**src/rtl/i2c_pkg.sv**
```systemverilog
// Shared definitions for the single-byte I2C-style controller:
// FSM state encoding, quarter-slot indices and ACK/NACK bus levels.
package i2c_pkg;

  typedef enum logic [2:0] {
    S_IDLE  = 3'd0,
    S_START = 3'd1,
    S_ADDR  = 3'd2,
    S_RW    = 3'd3,
    S_AACK  = 3'd4,
    S_DATA  = 3'd5,
    S_DACK  = 3'd6,
    S_STOP  = 3'd7
  } state_t;

  localparam logic [1:0] Q0 = 2'd0;
  localparam logic [1:0] Q1 = 2'd1;
  localparam logic [1:0] Q2 = 2'd2;
  localparam logic [1:0] Q3 = 2'd3;

  localparam logic ACK  = 1'b0;
  localparam logic NACK = 1'b1;

endpackage

```
**src/rtl/i2c_master_ctrl_qtick.sv**
```systemverilog
// Quarter-period timebase: a CLK_DIV down-counter producing a one-cycle
// tick at the end of each quarter, plus a 2-bit quarter index Q0..Q3.
// Held at the start of Q0 while clr is asserted (controller idle).
module i2c_qtick #(
  parameter int CLK_DIV = 4
) (
  input  logic       clk,
  input  logic       rst_n,
  input  logic       clr,
  output logic       tick,
  output logic [1:0] quarter
);
  import i2c_pkg::*;

  localparam logic [7:0] RELOAD = 8'(CLK_DIV - 1);

  logic [7:0] div_reg;

  assign tick = (div_reg == 8'd0) && !clr;

  // Down-counter reloads on every quarter boundary; quarter index wraps mod 4.
  always_ff @(posedge clk or negedge rst_n) begin
    if (!rst_n) begin
      div_reg <= RELOAD;
      quarter <= Q0;
    end else if (clr) begin
      div_reg <= RELOAD;
      quarter <= Q0;
    end else if (div_reg == 8'd0) begin
      div_reg <= RELOAD;
      quarter <= quarter + 2'd1;
    end else begin
      div_reg <= div_reg - 8'd1;
    end
  end

endmodule

```
**src/rtl/i2c_master_ctrl.sv**
```systemverilog
// Single-byte I2C-style controller: START, address, R/W, address ACK,
// data, data ACK/NACK, STOP. SCL is push-pull, SDA is open-drain emulated
// through sda_oe (1 = pull low). Every bit slot is four quarters.
module i2c_master_ctrl
  import i2c_pkg::*;
#(
  parameter int ADDR_W  = 4,
  parameter int DATA_W  = 6,
  parameter int CLK_DIV = 4
) (
  input  logic              clk,
  input  logic              rst_n,
  input  logic              start,
  input  logic              rw,
  input  logic [ADDR_W-1:0] addr,
  input  logic [DATA_W-1:0] wdata,
  output logic [DATA_W-1:0] rdata,
  output logic              busy,
  output logic              done,
  output logic              ack_err,
  output logic              scl_out,
  input  logic              sda_in,
  output logic              sda_out,
  output logic              sda_oe
);

  localparam int CNT_W = $clog2((ADDR_W > DATA_W) ? ADDR_W : DATA_W) + 1;

  state_t            state, state_next;
  logic              tick;
  logic [1:0]        quarter;
  logic              slot_end, sample_pt, drive_pt;
  logic              rw_reg, sda_smp;
  logic [ADDR_W-1:0] addr_sh;
  logic [DATA_W-1:0] wdata_sh, shadow;
  logic [CNT_W-1:0]  bit_cnt;
  logic              sda_oe_reg, sda_oe_next;

  i2c_qtick #(.CLK_DIV(CLK_DIV)) u_qtick (
    .clk     (clk),
    .rst_n   (rst_n),
    .clr     (state == S_IDLE),
    .tick    (tick),
    .quarter (quarter)
  );

  assign slot_end  = tick && (quarter == Q3);
  assign sample_pt = tick && (quarter == Q2);
  assign drive_pt  = tick && (quarter == Q0);

  // Idle and START hold SCL high; data and STOP slots are low in Q0-Q1, high in Q2-Q3.
  assign scl_out = (state == S_IDLE || state == S_START) ? 1'b1 : (quarter >= Q2);
  assign busy    = (state != S_IDLE);
  assign sda_out = 1'b0;
  assign sda_oe  = sda_oe_reg;

  // State register.
  always_ff @(posedge clk or negedge rst_n) begin
    if (!rst_n) state <= S_IDLE;
    else        state <= state_next;
  end

  // Next-state and SDA drive decode; SDA data bits change at the Q0->Q1 boundary.
  always_comb begin
    state_next  = state;
    sda_oe_next = sda_oe_reg;
    case (state)
      S_IDLE: begin
        sda_oe_next = 1'b0;
        if (start) state_next = S_START;
      end
      S_START: begin
        if (tick && quarter == Q1) sda_oe_next = 1'b1;
        if (slot_end) state_next = S_ADDR;
      end
      S_ADDR: begin
        if (drive_pt) sda_oe_next = ~addr_sh[ADDR_W-1];
        if (slot_end && bit_cnt == '0) state_next = S_RW;
      end
      S_RW: begin
        if (drive_pt) sda_oe_next = ~rw_reg;
        if (slot_end) state_next = S_AACK;
      end
      S_AACK: begin
        if (drive_pt) sda_oe_next = 1'b0;
        if (slot_end) state_next = (sda_smp == ACK) ? S_DATA : S_STOP;
      end
      S_DATA: begin
        if (drive_pt) sda_oe_next = rw_reg ? 1'b0 : ~wdata_sh[DATA_W-1];
        if (slot_end && bit_cnt == '0) state_next = S_DACK;
      end
      S_DACK: begin
        if (drive_pt) sda_oe_next = 1'b0;
        if (slot_end) state_next = S_STOP;
      end
      S_STOP: begin
        if (tick && quarter == Q2) sda_oe_next = 1'b0;
        if (slot_end) state_next = S_IDLE;
      end
      default: state_next = S_IDLE;
    endcase
    // STOP pulls SDA low from its first quarter so the Q3 release is a rising edge under high SCL.
    if (slot_end && state != S_STOP && state_next == S_STOP) sda_oe_next = 1'b1;
  end

  // SDA drive register.
  always_ff @(posedge clk or negedge rst_n) begin
    if (!rst_n) sda_oe_reg <= 1'b0;
    else        sda_oe_reg <= sda_oe_next;
  end

  // Request capture, SDA sampling, shift registers, bit counter and status outputs.
  always_ff @(posedge clk or negedge rst_n) begin
    if (!rst_n) begin
      rw_reg   <= 1'b0;
      addr_sh  <= '0;
      wdata_sh <= '0;
      shadow   <= '0;
      bit_cnt  <= '0;
      sda_smp  <= 1'b1;
      done     <= 1'b0;
      ack_err  <= 1'b0;
      rdata    <= '0;
    end else begin
      done <= 1'b0;
      if (state == S_IDLE && start) begin
        rw_reg   <= rw;
        addr_sh  <= addr;
        wdata_sh <= wdata;
        shadow   <= '0;
        ack_err  <= 1'b0;
      end
      if (sample_pt) sda_smp <= sda_in;
      if (sample_pt && state == S_DATA && rw_reg) shadow <= {shadow[DATA_W-2:0], sda_in};
      if (slot_end) begin
        case (state)
          S_START: bit_cnt <= CNT_W'(ADDR_W - 1);
          S_ADDR: begin
            addr_sh <= addr_sh << 1;
            bit_cnt <= bit_cnt - 1'b1;
          end
          S_AACK: begin
            if (sda_smp == NACK) ack_err <= 1'b1;
            bit_cnt <= CNT_W'(DATA_W - 1);
          end
          S_DATA: begin
            wdata_sh <= wdata_sh << 1;
            bit_cnt  <= bit_cnt - 1'b1;
          end
          S_DACK: if (!rw_reg && sda_smp == NACK) ack_err <= 1'b1;
          S_STOP: begin
            done <= 1'b1;
            if (rw_reg && !ack_err) rdata <= shadow;
          end
          default: ;
        endcase
      end
    end
  end

endmodule

```
**config.mk**
```make
export PLATFORM = sky130hd
export DESIGN_NAME = i2c_master_ctrl
export DESIGN_NICKNAME = d
export VERILOG_FILES = /design/src/rtl/i2c_pkg.sv /design/src/rtl/i2c_master_ctrl_qtick.sv /design/src/rtl/i2c_master_ctrl.sv
export SDC_FILE = /design/constraint.sdc
export NUM_CORES = 1
export LEC_CHECK = 0
export ABC_AREA = 1
export BUFFER_PORTS_ARGS = -buffer_cell sky130_fd_sc_hd__buf_4
export CORE_UTILIZATION = 57
export DETAILED_ROUTE_END_ITERATION = 7
export HOLD_SLACK_MARGIN = 0.1
export PLACE_DENSITY = 0.78
export SLEW_MARGIN = 10
export SYNTH_ARGS = -nofsm -noshare
export SYNTH_HDL_FRONTEND = slang
export SYNTH_SLANG_ARGS = --single-unit
export TNS_END_PERCENT = 10
```
**constraint.sdc**
```tcl
create_clock -name clk -period 2.08 [get_ports clk]
set_clock_uncertainty 0.05 [all_clocks]
set_input_delay 0.416 -clock clk [delete_from_list [all_inputs] [get_ports clk]]
set_output_delay 0.416 -clock clk [all_outputs]
set_load 0.02 [all_outputs]
```
Word level (Yosys, flattened, before mapping) --
Index checks and enable logic that the tools add are counted.
Storage, ports and cells: bits in registers 44, bits of input ports 15, output and inout port bits 12
Operators by class: add/sub/neg operators 3, bitwise logic cells 3, reduce and logical (&&, ||, !) cells 30, eq/ne operators 18, muxes and demuxes 40, magnitude comparators 1
Operators with widths (number):
- $mux 6 | 5
- $mux 3 | 8
- $pmux 3 s8 | 1
- $mux 8 | 2
- $eq 3x3->1 const B | 5
- $mux 1 | 15
- $ne 3x3->1 const B | 5
- $logic_and 1x1->1 | 13
- $mux 4 | 3
- $pmux 4 s3 | 1
- $logic_not 8->1 | 1
- $sub 8x1->8 const B | 1
- $pmux 1 s7 | 1
- $eq 3x2->1 const B | 2
- $mux 2 | 3
- $ne 3x1->1 const B | 2
- $reduce_and 6->1 | 1
- $reduce_bool 3->1 | 2
- $eq 2x2->1 const B | 2
- $logic_not 4->1 | 1
- $reduce_bool 2->1 | 2
- $reduce_or 2->1 | 2
- $sub 4x1->4 const B | 1
- $eq 3x1->1 const B | 1
- 11 further kinds | 15

Longest topological paths before layout --
word-level depth 11, gate-level depth with buffers 15, depth with buffers taken out 15

By module --
From an unflattened synthesis, not the netlist that was laid out.
Second synthesis, totals: cells, all modules 265, area, all modules 2203.4 um^2
By module, submodules not included:
- i2c_master_ctrl | area each 1669.1 um^2, times used 1, cells an instance 200
- i2c_qtick | area each 534.3 um^2, times used 1, cells an instance 65

Worst setup path after synthesis --
Ideal clock, no wire load.
kind flip-flop to flip-flop, from register u_qtick.div_reg[0], to register sda_oe_reg, in the netlist sda_oe, arrival 1700 ps, period minus slack after synthesis 1867 ps, stages on the path, launching flop included 15, data required time 1913 ps, setup slack 213 ps, cell sequence dfstp_2 inv_1 ha_1 nand2_1 nor2_8 nand3_4 clkinv_2 nand2_1 nand2_1 nor2_1 nor2_1 nand2_1 nand2_1 nand3_1 nand2_1
On the way: word-level cells in the longest chain between the ends 10, elaborated cells between the ends (all ways) 26, those cells by class eq/ne (7); mux (9); reduce/logical (10)
Ends and longest elaborated chain:
- start, declared | RTL line i2c_master_ctrl_qtick.sv:17 | logic [7:0] div_reg;
- start signal, assigned | RTL line i2c_master_ctrl_qtick.sv:33 | div_reg <= div_reg - 8'd1;
- $logic_not 8->1 * | RTL line i2c_master_ctrl_qtick.sv:19 | assign tick = (div_reg == 8'd0) && !clr;
- $logic_and 1x1->1 * | RTL line i2c_master_ctrl_qtick.sv:19
- $logic_and 1x1->1 | RTL line i2c_master_ctrl.sv:47 | assign slot_end = tick && (quarter == Q3);
- $logic_and 1x1->1 | RTL line i2c_master_ctrl.sv:78, i2c_master_ctrl.sv:90
- $mux 3 (on tied branches) | RTL line i2c_master_ctrl.sv:90, i2c_master_ctrl.sv:78
- $pmux 3 s8 | RTL line i2c_master_ctrl.sv:67 | case (state)
- $eq 3x3->1 | RTL line i2c_master_ctrl.sv:103 | if (slot_end && state != S_STOP && state_next == S_STOP) sda_oe_next = 1'b1;
- $logic_and 1x1->1 | RTL line i2c_master_ctrl.sv:103
- $ne 3x1->1 (no source line) or $ne 3x3->1 (tied branches)
- $reduce_and 6->1 (no source line)
- end signal, assigned | RTL line i2c_master_ctrl.sv:109 | else sda_oe_reg <= sda_oe_next;
- end, declared | RTL line i2c_master_ctrl.sv:37 | logic sda_oe_reg, sda_oe_next;
Every way passes the cells marked *; elsewhere a longest branch is shown, timed or not. A chain may end at the register's enable or synchronous reset.

Final worst setup path --
from register u_qtick.div_reg[0], to register rdata[0]
On the way: word-level cells in the longest chain between the ends 4
Ends and longest elaborated chain:
- $logic_not 8->1 | RTL line i2c_master_ctrl_qtick.sv:19
- $logic_and 1x1->1 | RTL line i2c_master_ctrl_qtick.sv:19
- $logic_and 1x1->1 | RTL line i2c_master_ctrl.sv:47
- $reduce_and 3->1 (no source line)
- end signal, assigned | RTL line i2c_master_ctrl.sv:153 | if (rw_reg && !ack_err) rdata <= shadow;
- end, declared | RTL line i2c_master_ctrl.sv:17 | output logic [DATA_W-1:0] rdata,
Every way passes these cells.

==> results by group <==
Clocking
  • Root buf cell: clkbuf_8
  • CTS HTree Levels: 2
  • CTS Sinks: 44
  • Clk buf depth: 2
  • Clock Pin Slew Worst Setup and Hold Paths: around 0.090 ns
  • Clk_lat worst skew: approximately 0.31 ns
  • Cts bufs inserted: 5
  • TritonCTS clock tree: built

Run status
  • Status: finished, final reports clean

Drt
  • Routed WL per cell: 12.82 µm
  • Antenna-violating nets left: 0
  • 1st-pass router iterations: 4
  • DRC viols: 0
  • Initial drt markers: 89
  • DR vias: 1841
  • Final WL: 4.409 mm
  • Vias per cell: 5.352

Setup path
  • CP Launch Type: register
  • Critical path arrival: 2.08 ns
  • Max FO, Critical Path: 10
  • CP Data Required Time: around 2.2 ns
  • CP Class: reg -> reg
  • Worst Setup End Kind: register

Logic synthesis
  • Post-synth EDFFs: 0
  • Syn_nets: 281
  • Post-synth top area share: 0.4563
  • Most common library cells after synthesis: nand2_1 (52), dfrtp_1 (41), nor2_1 (30), inv_1 (29), o21ai_0 (15)
  • Post-synth design cell area: around 2200 µm²
  • Count leader, synth: nand2_1
  • Async SR Flop Fraction: 1.000
  • Synth Warn #: 0
  • Synthesized area per cell: 8.648 µm²
  • Area contributors post-synth: dfrtp_1 (46%), nand2_1 (8.7%), nor2_1 (5.0%)
  • Cells after synthesis: 260
  • Sequential element share of the synthesized area: 0.4914
  • Ys flop type: dfrtp_1
  • Cell variety after synth: 37
  • Largest area contributor in the netlist: dfrtp_1
  • Synth Register Bits: between 40 and 50

Global route
  • Grt total ovfl: 0
  • Initial antenna violation count: 0
  • Vias in the first global route: around 1700
  • First-pass GRT wire length: 7.652 mm
  • Pin count of the biggest net entering global routing: 45
  • GRT Overall Usage: 0.2396

Die
  • Die W: 64.81 µm
  • Die Span Y: about 65 µm
  • Initial core utilization: 0.6051
  • Placement row count: 22
  • Die area: between 4000 and 5000 µm²
  • # IOs: 27
  • Core Footprint: 3716 µm²

STA
  • Least-Margin Pin Slew: 0.5447 ns
  • Final worst setup slack: 0.1508 ns
  • RSZ-0062 raised after global routing: no
  • Setup TNS: 0 ns
  • Final setup viols: 0
  • Max-slew violations: 0
  • Max Fclk: 0.5184 GHz
  • Slew headroom: 0.6369
  • Period utilization: 0.9275
  • Final worst path period need: around 1.9 ns
  • Final Hold Viols: 0

Final layout
  • Nets: 316
  • Share of layout cells above drive strength 1: 0.2331
  • Area Overhead vs Synth: 18.31%
  • Fin cells: 344
  • # diodes: 0
  • Fill cells: a little over 300
  • Max FFs per register: 8
  • Final design utilization: 0.7158

Placed design
  • HPWL after detailed placement: roughly 3.2 mm
  • RePlAce Congestion: a little under 0.9
  • Placed Instances: approximately 330
  • Post-placement setup slack: 0.1239 ns
  • Port Buf Inserts: 25

Pwr
  • P_leak: 1.360 nW
  • Power, Total: 0.001577 W
  • Power Density: 592.9 nW/µm²
  • Maximum vdd drop: 0.3988 mV

Job
  • Max-capacitance violation count: 0

Min path
  • Hold Path Class: in -> reg
## cells in the final DEF, fill, tap and decap left out, types with 6 or more instances in the layout
cell,synthesis,layout
inv_1,29,29
nand2_1,52,51
buf_4,1,34
nand4_1,8,8
ha_1,6,6
nor2_1,30,27
nand3_1,14,14
a31oi_1,8,8
dfrtp_1,41,41
o21ai_0,15,15
nand2_2,6,6
## where the power goes
part | internal, W | switching (W)
registers | 0.000857 | 0.000000810
logic | 0.0000189 | 0.0000256
clock network | 0.000362 | 0.000313
## kinds of logic (layout without fill, tap and decap cells)
group / after synthesis / after routing / share of synthesized area
flip-flops: 44 / 44 / 0.4914
AO/OA/AOI/OAI: 41 / 41 / 0.1113
adder cells (fa/ha/maj): 6 / 6 / 0.03339
XOR/XNOR: 6 / 6 / 0.02337
other: 1 / 1 / 0.001668
buffers and inverters: 40 / 76 / 0.07846
AND/OR/NAND/NOR: 119 / 119 / 0.2454
multiplexers: 3 / 3 / 0.01502
## worst max-delay path, cell delays in order (launching register included)
cell     delay (ns)
dfstp_2        0.38
inv_1          0.07
ha_1           0.18
nand2_2        0.09
nor2_8         0.19
nand3_4        0.13
buf_4          0.16
nor3_2         0.15
nand2_1        0.11
buf_4          0.18
nand2_1        0.07
o21ai_1        0.05
## worst paths after layout
path                               startpoint            endpoint  slack (ns)  cells past startpoint
hold reg to reg            u_qtick.div_reg[7]  u_qtick.div_reg[7]        0.42                      1
min in group asynchronous               rst_n                done        0.59                      2
hold / removal                         sda_in             sda_smp        0.28                      3
setup / recovery           u_qtick.div_reg[0]            rdata[0]        0.15                     11
max in group asynchronous               rst_n  u_qtick.div_reg[1]        1.02                      2
setup reg to reg           u_qtick.div_reg[0]            rdata[0]        0.15                     11
## what timing repair did
action / CTS / global route
hold buffers: 1 / 0
endpoints found under the hold margin: 41 / 0
setup buffers: 0 / 2
endpoints found under the setup margin: 0 / 6
gates resized for setup: 0 / 6
## layout make-up
cell class              instances  area (µm²)  area share
flip-flops and latches         44        1105      0.4153
repair buffers                 35       265.3     0.09972
multi-input cells             176       987.2      0.3711
clock buffers                   5       68.82     0.02587
well taps                      48       60.06     0.02258
inverters                      33       127.6     0.04798
clock inverters                 3       46.29     0.01740
## routing by layer
layer / up-vias / global-route usage / part of all wire
met4: 0 / 0.07222 / 0.011
met1: 871 / 0.3171 / 0.45
met3: 5 / 0.05986 / 0.044
met2: 41 / 0.3867 / 0.49
met5: - / 0 / 0
li1: 924 / - / -
## through the flow
stage	instance area, µm²	hold slack [ns]
6_report	2660	0.2788
5_1_grt	2660	0.2970
4_1_cts	2625	0.2682
3_5_place_dp	2500	0.3886
3_3_place_gp	2500	0.3883
2_1_floorplan	2248	0.07041
Power figures use the tool's default switching activity.
